## src/rtl/ram_port_master.sv

```systemverilog
// Request initiator for one port of a latency-configurable RAM: issues reads/writes,
// captures read data after RD_LATENCY and returns it in order through a response FIFO.
module ram_port_master #(
  parameter int DATA_WIDTH = 8,
  parameter int ADDR_WIDTH = 6,
  parameter int RD_LATENCY = 2,
  parameter int WR_LATENCY = 1,
  parameter int RSP_DEPTH  = 4
) (
  input  logic                  i_clk,
  input  logic                  i_rst_n,
  input  logic                  i_req_valid,
  output logic                  o_req_ready,
  input  logic                  i_req_we,
  input  logic [ADDR_WIDTH-1:0] i_req_addr,
  input  logic [DATA_WIDTH-1:0] i_req_wdata,
  output logic                  o_rsp_valid,
  input  logic                  i_rsp_ready,
  output logic [DATA_WIDTH-1:0] o_rsp_rdata,
  output logic                  o_ram_en,
  output logic                  o_ram_we,
  output logic [ADDR_WIDTH-1:0] o_ram_addr,
  output logic [DATA_WIDTH-1:0] o_ram_din,
  input  logic [DATA_WIDTH-1:0] i_ram_dout,
  output logic                  o_busy
);

  localparam int CW = $clog2(RSP_DEPTH + 1);
  localparam int PW = (RSP_DEPTH > 1) ? $clog2(RSP_DEPTH) : 1;
  localparam int HL = (WR_LATENCY > 1) ? WR_LATENCY - 1 : 1;

  logic                  ram_en_q, ram_en_d, ram_we_q, ram_we_d;
  logic [ADDR_WIDTH-1:0] ram_addr_q, ram_addr_d;
  logic [DATA_WIDTH-1:0] ram_din_q, ram_din_d;
  logic [RD_LATENCY-1:0] tag_q, tag_d;
  logic [CW-1:0]         credits_q, credits_d, count_q, count_d;
  logic [PW-1:0]         rd_ptr_q, rd_ptr_d, wr_ptr_q, wr_ptr_d;
  logic [DATA_WIDTH-1:0] fifo_mem [RSP_DEPTH];
  logic                  hazard, hist_any, accept, rd_accept, push, pop;

  function automatic logic [PW-1:0] ptr_inc(input logic [PW-1:0] p);
    return (p == PW'(RSP_DEPTH - 1)) ? '0 : p + PW'(1);
  endfunction

  // Credits count reads in flight plus queued responses, so a full FIFO can never be pushed.
  assign o_req_ready = i_rst_n & ~(~i_req_we & (credits_q == CW'(RSP_DEPTH)))
                               & ~(~i_req_we & hazard);
  assign accept      = i_req_valid & o_req_ready;
  assign rd_accept   = accept & ~i_req_we;
  assign push        = tag_q[RD_LATENCY-1];
  assign o_rsp_valid = (count_q != '0);
  assign pop         = o_rsp_valid & i_rsp_ready;
  assign o_rsp_rdata = o_rsp_valid ? fifo_mem[rd_ptr_q] : '0;
  assign o_busy      = (credits_q != '0) | (ram_en_q & ram_we_q) | hist_any;
  assign o_ram_en    = ram_en_q;
  assign o_ram_we    = ram_we_q;
  assign o_ram_addr  = ram_addr_q;
  assign o_ram_din   = ram_din_q;

  always_comb begin
    ram_en_d   = accept;
    ram_we_d   = accept & i_req_we;
    ram_addr_d = accept ? i_req_addr : ram_addr_q;
    ram_din_d  = accept ? i_req_wdata : ram_din_q;
    tag_d[0]   = ram_en_q & ~ram_we_q;
    for (int i = 1; i < RD_LATENCY; i++) begin
      tag_d[i] = tag_q[i-1];
    end
    credits_d  = credits_q + CW'(rd_accept) - CW'(pop);
    count_d    = count_q + CW'(push) - CW'(pop);
    rd_ptr_d   = pop ? ptr_inc(rd_ptr_q) : rd_ptr_q;
    wr_ptr_d   = push ? ptr_inc(wr_ptr_q) : wr_ptr_q;
  end

  always_ff @(posedge i_clk or negedge i_rst_n) begin
    if (!i_rst_n) begin
      ram_en_q   <= 1'b0;
      ram_we_q   <= 1'b0;
      ram_addr_q <= '0;
      ram_din_q  <= '0;
      tag_q      <= '0;
      credits_q  <= '0;
      count_q    <= '0;
      rd_ptr_q   <= '0;
      wr_ptr_q   <= '0;
    end else begin
      ram_en_q   <= ram_en_d;
      ram_we_q   <= ram_we_d;
      ram_addr_q <= ram_addr_d;
      ram_din_q  <= ram_din_d;
      tag_q      <= tag_d;
      credits_q  <= credits_d;
      count_q    <= count_d;
      rd_ptr_q   <= rd_ptr_d;
      wr_ptr_q   <= wr_ptr_d;
    end
  end

  always_ff @(posedge i_clk) begin
    if (push) fifo_mem[wr_ptr_q] <= i_ram_dout;
  end

  // Recent write addresses: a read to one of them would reach the RAM before the write lands.
  if (WR_LATENCY > 1) begin : g_hist
    logic [HL-1:0]         hist_v_q, hist_v_d, match;
    logic [ADDR_WIDTH-1:0] hist_a_q [HL];
    logic [ADDR_WIDTH-1:0] hist_a_d [HL];

    always_comb begin
      hist_v_d[0] = accept & i_req_we;
      hist_a_d[0] = i_req_addr;
      for (int i = 1; i < HL; i++) begin
        hist_v_d[i] = hist_v_q[i-1];
        hist_a_d[i] = hist_a_q[i-1];
      end
    end

    always_ff @(posedge i_clk or negedge i_rst_n) begin
      if (!i_rst_n) begin
        hist_v_q <= '0;
        for (int i = 0; i < HL; i++) hist_a_q[i] <= '0;
      end else begin
        hist_v_q <= hist_v_d;
        for (int i = 0; i < HL; i++) hist_a_q[i] <= hist_a_d[i];
      end
    end

    for (genvar gi = 0; gi < HL; gi++) begin : g_cmp
      assign match[gi] = hist_v_q[gi] & (hist_a_q[gi] == i_req_addr);
    end
    assign hazard   = |match;
    assign hist_any = |hist_v_q;
  end else begin : g_no_hist
    assign hazard   = 1'b0;
    assign hist_any = 1'b0;
  end

endmodule

```

## config.mk

```make
export PLATFORM = sky130hd
export DESIGN_NAME = ram_port_master
export DESIGN_NICKNAME = d
export VERILOG_FILES = /design/src/rtl/ram_port_master.sv
export SDC_FILE = /design/constraint.sdc
export NUM_CORES = 1
export LEC_CHECK = 0
export ABC_AREA = 0
export CORE_ASPECT_RATIO = 2
export CORE_MARGIN = 8
export CORE_UTILIZATION = 45
export CTS_BUF_LIST = sky130_fd_sc_hd__clkbuf_16
export DETAILED_ROUTE_END_ITERATION = 12
export PLACE_DENSITY = 0.8
export SETUP_SLACK_MARGIN = 0.15
export SLEW_MARGIN = 10
export SYNTH_ARGS = -nofsm -noshare
export SYNTH_HDL_FRONTEND = slang
export SYNTH_SLANG_ARGS = --single-unit
```

## constraint.sdc

```tcl
create_clock -name i_clk -period 5.3 [get_ports i_clk]
set_input_delay 1.06 -clock i_clk [delete_from_list [all_inputs] [get_ports i_clk]]
set_output_delay 1.06 -clock i_clk [all_outputs]
set_load 0.01 [all_outputs]
```

Yosys cells after proc, flatten, opt, wreduce, memory -nomap -nowiden --
Memories as Yosys holds them, arrays and structs flattened. Index checks and enable logic that the tools add are counted.
Word-level totals: flip-flop bits (word level) 28, bits in writable memories 32, input port bits 27, output and inout bits 27, memories kept 1
Operators by class: add/sub/neg operators 6, equality and inequality tests 3, muxes and demuxes 5, bitwise operators 12, reductions and logical operators 2
Memory list:
- fifo_mem | words 4, width 8, rd ports 1, clocked after Yosys merged registers in 0, write ports 1, line 38 | logic [DATA_WIDTH-1:0] fifo_mem [RSP_DEPTH];
Operator list (number):
- 1-bit AND | 8
- 8-bit 2-to-1 mux | 1
- 3-bit by 1-bit adder with 3-bit output | 2
- 3-bit nonzero test | 2
- 3-bit by 1-bit subtractor with 3-bit output | 2
- 2-bit by 1-bit adder with 2-bit output (second input constant) | 2
- 2-bit == test (second input constant) | 2
- 2-bit 2-to-1 mux | 2
- 3-bit == test (second input constant) | 1
- 1-bit NOT | 3
- 1-bit 2-to-1 mux | 2
- 1-bit OR | 1

Longest topological paths before layout --
depth after elaboration 8, gate-level depth with buffers 10, depth with buffers taken out 9

Least setup slack after synthesis --
No wires, ideal clock.
path kind input to register, start input i_req_we, end register credits_q[2], library setup time 0.128 ns, arrival 2.545 ns, slack 2.627 ns, stages 9, buffers on the path 0, cells stage by stage nor4b_4 or3_1 ha_1 inv_1 ha_1 inv_1 fa_1 xnor2_1 xnor2_1
On the way: longest elaborated chain between the ends 8
Ends and longest elaborated chain:
- start: declaration | line 14 | input logic i_req_we,
- 1-bit NOT (*) | line 46, 49
- 1-bit AND | line 46 | assign o_req_ready = i_rst_n & ~(~i_req_we & (credits_q == CW'(RSP_DEPTH)))
- 1-bit NOT | line 46
- 1-bit AND | line 46
- 1-bit AND | line 48 | assign accept = i_req_valid & o_req_ready;
- 1-bit AND (*) | line 49 | assign rd_accept = accept & ~i_req_we;
- 3-bit by 1-bit adder with 3-bit output (*) | line 69 | credits_d = credits_q + CW'(rd_accept) - CW'(pop);
- 3-bit by 1-bit subtractor with 3-bit output (*) | line 69
- net credits_d[2] | line 36 | logic [CW-1:0] credits_q, credits_d, count_q, count_d;
- end signal: assignment | line 92 | credits_q <= credits_d;
- end: declaration | line 36
Mark *: on every way through the listed nets, which the timed path passes. The rest lies on a longest branch. A chain may end at the register's enable or synchronous reset.

Worst setup path after layout --
start input i_req_we, end output o_req_ready
On the way: longest elaborated chain between the ends 4
Ends and longest elaborated chain:
- 1-bit NOT | line 46
- 1-bit AND | line 46
- 1-bit NOT | line 46
- 1-bit AND | line 46
- end: declaration | line 13 | output logic o_req_ready,
Every way passes these cells.

==> reports/metrics.yaml <==
run_status:
  outcome: "complete, no violations"
sta:
  holdWs_ns: 0.355
  setup_viol: 0
  fin_crit_sh_pct: 66.6
  slew_viol_final: 0
  setup_tns_ns: 0
  grt_setup_unrepaired: "false"
  layout_min_cycle_time_ns: 3.53
  worst_slack_ns: 1.77
  max-slew-margin-rel_pct: 52.8
  fin_skew_ns: 0.00431
  tightest_slew_ns: 0.707
  max_freq_mhz: 283
  hold_viol_final: 0
global_route:
  antenna_found_initial: 0
  grt_pass1_wl_um: 7640
  grt_max_degree: 31
  gr-total-overflow: 0
  grt_usage_pct: 12.6
  grt_pass1_vias: 1542
power:
  ir_worst_vdd_mv: 0.339
  leakage_nw: 1.32
  cellPowerDensity_mw_per_mm2: 535
final_layout:
  layout-drive-gt1-share_pct: 23.8
  fin_nets: 239
  antenna_cells: 0
  areaGrowthSynthToFinish_pct: 36.0
route:
  wl_um: 4620
  drt_pass1_iterations: 2
  drc_errors: 0
  vias_per_cell: 5.17
  num_vias: 1375
  postRouteAntennaNets: 0
  wire_per_inst_um: 17.4
  drtIter0Drc: 25
placed_design:
  place_ws_ns: 1.63
  dp_hpwl_um: 3510
  gp_congestion: 0.691
  io_buffers: 53
floorplan:
  die_x_um: 68.5
  core-area_mm2: 0.00537
  rows: 38
  ios: 54
  start_util_pct: 46.1
  fp.dieArea_mm2: 0.00828
  die_y_um: 121
clock_network:
  cts_tree: "done"
  postCtsHoldBufs: 0
  cts_root_buffer: "clkbuf_16"
  cts_sinks: 60
  clkLatencyLatePin_ns: 0.32
  cts_buffer_depth: 2
  cts_buffers: 9
  post-cts-setup-buffer-count: 0
  cts_resized: 0
  ctsHtreeMaxLevel: 3
  clk_pin_slew_ns: 0.05
critical_path:
  cp_max_fo: 3
  startpoint_type: "primary input"
  path_cells: "clkdlybuf4s50_1 -> nor4b_4 -> nor2b_1 -> clkdlybuf4s50_1"
  crit_path_max_incr_delay_ns: 0.49
  crit_path_start: "i_req_we"
  cp.required_ns: 4.24
  crit_buf_inv: 2
  r2r-start: "count_q[0]$_DFF_PN0_"
  crit_path_end_kind: "output port"
  critical_path.top_delay_family: "buffers and inverters"
  worst_path_max_delay_cell: "clkdlybuf4s50_1"
  cpMostUsedCell: "clkdlybuf4s50_1"
  arrival_ns: 2.47
  worstSetupPathType: "in2out"
worst_hold_path:
  hold_class: "reg2reg"
  worstHoldStart: "tag_q[0]$_DFF_PN0_"
logic_synthesis:
  ys_warn_count: 0
  avgSynthCellArea_um2: 17.7
  ys_ff_latch: 60
  yosys.cell_types.count: 24
  synth_area_mm2: 0.00248
  syn_inst: 140
  synth_nets: 178
  ys_seq_area_share_pct: 67.1
run:
  drv_cap: 0
## layout make-up
class / instances / area, µm²
clock buffers: 9 / 225
clock inverters: 7 / 83.8
fillers: 410 / 2000
inverters: 9 / 33.8
multi-input cells: 67 / 751
flip-flops and latches: 60 / 1660
well taps: 60 / 75.1
repair buffers: 54 / 538
## metrics by stage
| step | cell area, µm² | utilization (%) | cells | power (W) |
|---|---|---|---|---|
| 6_report | 3370 | 62.7 | 266 | 0.00180 |
| 3_3_place_gp | 3060 | 56.9 | 250 | 0.00121 |
| 2_1_floorplan | 2480 | - | 140 | 0.000995 |
| 5_1_grt | 3370 | 62.7 | 266 | 0.00191 |
| 3_5_place_dp | 3060 | 56.9 | 250 | 0.00124 |
| 4_1_cts | 3370 | 62.7 | 266 | 0.00184 |
## power by group
| part | switching (W) | internal [W] |
|---|---|---|
| Clock | 0.000184 | 0.000404 |
| Sequential | 0.0000897 | 0.000588 |
| Combinational | 0.000199 | 0.000338 |
| Total | 0.000473 | 0.00133 |
## cell usage after synthesis
cell	number	share of area, %
a2111o_1	1	0.45
and2_1	4	1.0
and2_2	8	2.4
and2_4	1	0.35
and3_1	1	0.25
buf_2	1	0.20
buf_6	2	0.91
clkbuf_1	1	0.15
dfrtp_1	28	28
edfxtp_1	32	39
fa_1	2	1.6
ha_1	9	4.5
inv_1	9	1.4
mux2_2	14	6.4
mux2_4	2	1.2
mux4_2	8	7.3
nand2_1	3	0.45
nor2_1	2	0.30
nor2_2	1	0.25
nor2b_1	2	0.50
nor4b_4	1	0.96
o21ai_0	2	0.40
or3_1	2	0.50
xnor2_1	4	1.4
## flip-flops by register name, summed over array words and instances (netlist names)
name	count
wr_ptr_q	2
o_ram_din	8
o_ram_en	1
count_q	3
fifo_mem	32
credits_q	3
tag_q	2
rd_ptr_q	2
o_ram_we	1
o_ram_addr	6
## worst register-to-register path, stage by stage, from the launching register on
cell,delay [ns]
dfrtp_1,0.37
or3_1,0.52
and2_4,0.25
ha_1,0.28
inv_1,0.05
ha_1,0.12
inv_1,0.04
fa_1,0.38
xnor2_1,0.15
xnor2_1,0.13
## layer usage
metal | part of all wire [%] | vias up | wire length [µm] | GRT usage [%]
li1 | - | 631 | - | -
met3 | 11 | 10 | 512 | 6.94
met5 | 0 | - | 0 | 0
met2 | 52 | 58 | 2390 | 20.1
met4 | 2.1 | 0 | 98 | 6.58
met1 | 35 | 676 | 1620 | 12.6
## cells by family (layout without fill, tap and decap cells)
kind of cell             Yosys count  after routing  share of synthesized area [%]
adder cells (fa/ha/maj)           11             11                           6.16
AO/OA/AOI/OAI                      3              3                          0.859
multiplexers                      24             24                           14.8
buffers and inverters             13             79                           2.63
AND/OR/NAND/NOR                   25             25                           7.02
flip-flops                        60             60                           67.1
XOR/XNOR                           4              4                           1.41
## layout by cell type (no fill, tap or decap), types with 2 or more instances in the layout
cell type        synthesis  final
and2_1                   4      4
edfxtp_1                32     32
clkbuf_16                0      9
or3_1                    2      2
inv_1                    9     11
o21ai_0                  2      2
clkdlybuf4s50_1          0     53
nand2_1                  3      3
mux2_4                   2      2
dfrtp_1                 28     28
xnor2_1                  4      4
fa_1                     2      2
bufinv_16                0      2
mux2_2                  14     14
and2_2                   8      8
ha_1                     9      9
mux4_2                   8      8
nor2b_1                  2      2
nor2_1                   2      2
## worst paths after layout
| kind | end | slack (ns) | cells past startpoint |
|---|---|---|---|
| worst min-delay path | tag_q[1]$_DFF_PN0_ | 0.35 | 0 |
| min in group asynchronous | credits_q[1]$_DFF_PN0_ | 1.14 | 2 |
| worst max-delay path | o_req_ready | 1.77 | 4 |
| max in group asynchronous | wr_ptr_q[0]$_DFFE_PN0P_ | 3.88 | 2 |
| worst max register to register | credits_q[2]$_DFF_PN0_ | 2.88 | 9 |
| worst min register to register | tag_q[1]$_DFF_PN0_ | 0.35 | 0 |
No activity file was read; power rests on OpenSTA's default activity.
==> variant 1: new RTL, config.mk and constraints unchanged <==
`ram_addr_q` and `ram_din_q` no longer have a reset.
--- a/src/rtl/ram_port_master.sv
+++ b/src/rtl/ram_port_master.sv
@@ -76,8 +76,6 @@
     if (!i_rst_n) begin
       ram_en_q   <= 1'b0;
       ram_we_q   <= 1'b0;
-      ram_addr_q <= '0;
-      ram_din_q  <= '0;
       tag_q      <= '0;
       credits_q  <= '0;
       count_q    <= '0;
@@ -86,14 +84,17 @@
     end else begin
       ram_en_q   <= ram_en_d;
       ram_we_q   <= ram_we_d;
-      ram_addr_q <= ram_addr_d;
-      ram_din_q  <= ram_din_d;
       tag_q      <= tag_d;
       credits_q  <= credits_d;
       count_q    <= count_d;
       rd_ptr_q   <= rd_ptr_d;
       wr_ptr_q   <= wr_ptr_d;
     end
+  end
+
+  always_ff @(posedge i_clk) begin
+    ram_addr_q <= ram_addr_d;
+    ram_din_q  <= ram_din_d;
   end
 
   always_ff @(posedge i_clk) begin
Check against the original RTL: differs if i_rst_n is asserted again (counterexample within 4 cycles, from zero or initial values and one cycle with i_rst_n low); with i_rst_n held inactive, the same outputs for 10 cycles.
==> variant 1 against the original RTL <==
- final area fell by 2.1%
- worst setup slack worse by 0.26 ns
- first-iteration DRC count fell by 24%
- total power down 0.11%
- area after synthesis fell by 5.3%
- wire length increased by 1.8%
- hold slack better by 0.0035 ns
- sequential cell count unchanged
- critical endpoint unchanged
==> variant 1: results <==
export IMPL_seq_power_share=0.369
export IMPL_drive_gt1_frac=0.1466
export IMPL_pg_clk_uw=699
export IMPL_syn_avg_cell_area_um2=18.78
export IMPL_seq_area_frac_synth=0.7377
export IMPL_async_reset_ff_frac=0.2333
export IMPL_fin_cells=249
export IMPL_first_pass_iters=4
export IMPL_finish_utilization=0.6474
export IMPL_nNetsFinal=224
export IMPL_final_setup_skew_ns=0.005491
export IMPL_synthTopCellsByArea="edfxtp_1, dfrtp_1, mux4_2"
export IMPL_fillCellCount=361
export IMPL_grt_first_pass_wirelength_um=7507
export IMPL_antenna_found_initial=0
export IMPL_cts_buffers=9
export IMPL_grt_use_total=0.1298
export IMPL_comb_power_share=0.243
export IMPL_synth_net_count=163
export IMPL_cp_slowest_stage_delay_ns=0.91
export IMPL_synth_warnings=0
export IMPL_hold_slack_ns=0.3581
export IMPL_io_buffer_count=53
export IMPL_synth_edf_count=46
export IMPL_dp_cells=233
export IMPL_slowest_stage="clkdlybuf4s50_1"
export IMPL_rrSetupSlack_ns=2.85
export IMPL_maxSlewHeadroom=0.5417
export IMPL_status="finished clean"
export IMPL_grt_pass1_vias=1521
export IMPL_ir_drop_uv=325.2
export IMPL_grt_max_degree=18
export IMPL_critPathMaxFanout=17
export IMPL_drtIter0Drc=19
export IMPL_p_sw_uw=446.3
export IMPL_routed_wl_um=4705
export IMPL_wl_met2_um=2591
export IMPL_viasPerCell=4.996
export IMPL_largest_reg_flops=32
export IMPL_htreeDepth=3
export IMPL_place_hpwl_um=3494
export IMPL_place_ws_ns=1.482
export IMPL_postPlaceCellArea_mm2=0.002930
export IMPL_synth_cell_types=22
export IMPL_p_leak_nw=1.239
export IMPL_globalplace_congestion=0.6736
export IMPL_clk_latency_ns=0.32
export IMPL_synth_commonest_cells="edfxtp_1, dfrtp_1, and2_1"
export IMPL_worst_endpoint_arrival_ns=2.73
export IMPL_met3_length_um=530
export IMPL_yosysTopAreaCellShare=0.5885
export IMPL_drt_met1_wl_um=1539
export IMPL_cts_resized=0
export IMPL_n_antenna_cell=0
-- variant 1: changes by cell type in the layout (fill, tap and decap cells not counted), sizes merged --
cell | unedited run | this run
nand2 | 3 | 2
clkinvlp | 1 | 0
buf | 1 | 0
inv | 11 | 10
or3b | 0 | 1
nor2 | 3 | 2
clkinv | 2 | 3
o31ai | 0 | 1
edfxtp | 32 | 46
bufinv | 2 | 4
and2 | 13 | 12
dfrtp | 28 | 14
mux2 | 16 | 2
-- variant 1: cell type report --
class | instances | area share
flip-flops and latches | 60 | 0.5252
multi-input cells | 52 | 0.1700
repair buffers | 53 | 0.1609
clock buffers | 9 | 0.06831
clock inverters | 7 | 0.04213
well taps | 58 | 0.02201
inverters | 10 | 0.01139
-- variant 1: per-layer routing --
metal,global-route usage,vias up
met2,0.2258,58
met1,0.1102,599
met4,0.05534,0
met5,0,-
met3,0.08042,5
li1,-,582
-- variant 1: critical path, delay by kind of cell --
kind                   cells  cell delay (ns)
AND/OR/NAND/NOR            1             0.21
buffers and inverters      2             1.46
-- variant 1: cell families (layout without fill, tap and decap cells) --
| group | count (synthesis) | count (layout) | synth area share |
|---|---|---|---|
| flops | 60 | 60 | 0.7377 |
| simple gates | 23 | 23 | 0.05917 |
| buf+inv | 13 | 79 | 0.02452 |
| fa+ha+maj | 11 | 11 | 0.06503 |
| mux | 10 | 10 | 0.08635 |
| compound gates | 4 | 4 | 0.01226 |
| xor+xnor | 4 | 4 | 0.01492 |
-- variant 1: worst paths after layout --
check | to | startpoint | cells after the start
max in group asynchronous | rd_ptr_q[1] | i_rst_n | 1
hold reg to reg | tag_q[1] | tag_q[0] | 0
hold / removal | tag_q[1] | tag_q[0] | 0
setup reg to reg | credits_q[2] | credits_q[1] | 9
setup / recovery | o_req_ready | i_rst_n | 3
min in group asynchronous | credits_q[1] | i_rst_n | 1
==> variant 2: new RTL, same flow settings <==
Without the edit above. Change the parameter `RSP_DEPTH` from 4 to 2.
--- a/src/rtl/ram_port_master.sv
+++ b/src/rtl/ram_port_master.sv
@@ -5,7 +5,7 @@
   parameter int ADDR_WIDTH = 6,
   parameter int RD_LATENCY = 2,
   parameter int WR_LATENCY = 1,
-  parameter int RSP_DEPTH  = 4
+  parameter int RSP_DEPTH  = 2
 ) (
   input  logic                  i_clk,
   input  logic                  i_rst_n,
Function: changed (Yosys sat finds a counterexample within 4 cycles, from zero or initial values and one cycle with i_rst_n low).
==> variant 2 against the original RTL <==
- sequential cell count down 20
- wire length decreased by 34%
- worst setup slack got worse by 0.24 ns
- critical path depth down 1
- combinational power down 27%
- area after synthesis down 35%
- non-clock buffer count is the same
- total power down 38%
- first-iteration DRC count down 88%
- final area shrank 31%
==> variant 2: results <==
export IMPL_status="finished clean"
export IMPL_hp_start="tag_q[0]"
export IMPL_synth_net_count=129
export IMPL_r2r_start="credits_q[1]"
export IMPL_async_reset_ff_frac=0.6000
export IMPL_grt_max_degree=17
export IMPL_rr_endpoint="credits_q[1]"
export IMPL_first_pass_iters=4
export IMPL_fillCellCount=267
export IMPL_grt_pass1_vias=1074
export IMPL_largest_reg_flops=16
export IMPL_synth_cell_types=21
export IMPL_cp_slowest_stage_delay_ns=0.83
export IMPL_synth_commonest_cells="dfrtp_1, edfxtp_1, mux2_4, mux2i_1, nor2_1"
export IMPL_ir_drop_uv=311.8
export IMPL_place_ws_ns=1.428
export IMPL_drtAntennaViolNets=0
export IMPL_seq_area_frac_synth=0.6708
export IMPL_nNetsFinal=188
export IMPL_clk_latency_ns=0.27
export IMPL_critPathTopFamily="buffers and inverters"
export IMPL_htreeDepth=2
export IMPL_cts_buffers=5
export IMPL_synth_edf_count=16
export IMPL_p_leak_nw=0.9680
export IMPL_reg2reg_depth=7
export IMPL_min_to="tag_q[1]"
export IMPL_antenna_found_initial=0
export IMPL_globalplace_congestion=0.6868
export IMPL_synthTopCellsByArea="dfrtp_1, edfxtp_1, mux2_4"
export IMPL_hold_slack_ns=0.3554
export IMPL_grt_first_pass_wirelength_um=4995
export IMPL_viasPerCell=4.691
export IMPL_worstHoldPathCells=0
export IMPL_rrSetupSlack_ns=3.37
export IMPL_worst_endpoint_arrival_ns=2.71
export IMPL_drtIter0Drc=3
export IMPL_place_hpwl_um=2243
export IMPL_maxSlewHeadroom=0.5233
export IMPL_critPathMaxFanout=14
==> variant 2: changes by cell type in the layout (fill, tap and decap cells not counted), moves of 3 or more <==
cell / change
edfxtp_1: -16
and2_2: -8
mux2_2: -8
mux2i_1: +8
mux4_2: -8
mux2_4: +6
nor2_1: +6
ha_1: -5
inv_1: -5
clkbuf_16: -4
dfrtp_1: -4
and2_1: -3
==> variant 2: kinds of logic after synthesis <==
family                     Yosys count  synth area share
muxes                               22            0.1662
xor gates and xnor gates             6           0.03261
DFF                                 40            0.6708
and+or+nand+nor                     17           0.05435
AOI/OAI and AO/OA                    3           0.02019
buffers and inverters                6           0.02484
adders and majority gates            4           0.03106
==> variant 2: where the power goes <==
| group | internal, mW | total, mW | leakage (nW) | switching, mW |
|---|---|---|---|---|
| Combinational | 0.240 | 0.392 | 0.459 | 0.152 |
| Sequential | 0.397 | 0.457 | 0.433 | 0.0596 |
| Clock | 0.170 | 0.275 | 0.0762 | 0.106 |
==> variant 2: layout make-up <==
cell class	count	area (um^2)	area share
multi-input combinational	52	490.5	0.2111
inverter	4	15.01	0.006462
sequential	40	1081	0.4653
clock inverter	3	12.51	0.005385
timing repair buffer	54	538.0	0.2316
tap	49	61.31	0.02639
clock buffer	5	125.1	0.05385
==> variant 2: stage by stage <==
step | instances | area (um^2) | total power, mW
after floorplan | 98 | 1612 | 0.6550
after global placement | 199 | 2186 | 0.8505
after detailed placement | 199 | 2186 | 0.8602
after CTS | 207 | 2323 | 1.145
after global routing | 207 | 2323 | 1.188
final | 207 | 2323 | 1.124
==> variant 2: layer usage <==
layer	wire [um]	track usage	vias to the layer above
met1	1388	0.1310	462
met4	40	0.05133	0
met2	1428	0.1754	44
li1	-	-	460
met5	0	0	-
met3	206	0.03581	5
==> variant 2: worst max-delay path by stage <==
stage / slack (ns) / startpoint / to / depth (start not counted)
2_1_floorplan: 2.84 / i_req_we / o_req_ready / 2
3_3_place_gp: 1.51 / i_rst_n / credits_q[1] / 10
3_5_place_dp: 1.43 / i_rst_n / credits_q[1] / 10
4_1_cts: 1.46 / i_rst_n / o_req_ready / 3
5_1_grt: 1.33 / i_rst_n / o_req_ready / 3
6_report: 1.53 / i_rst_n / o_req_ready / 3
==> variant 2: worst reg2reg max path, cell delays in order, from the launching register on <==
cell and delay (ns):
dfrtp_1 0.44, a21oi_4 0.52, nand2b_2 0.11, ha_1 0.28
inv_1 0.04, ha_1 0.17, xnor2_1 0.13, xnor2_1 0.12
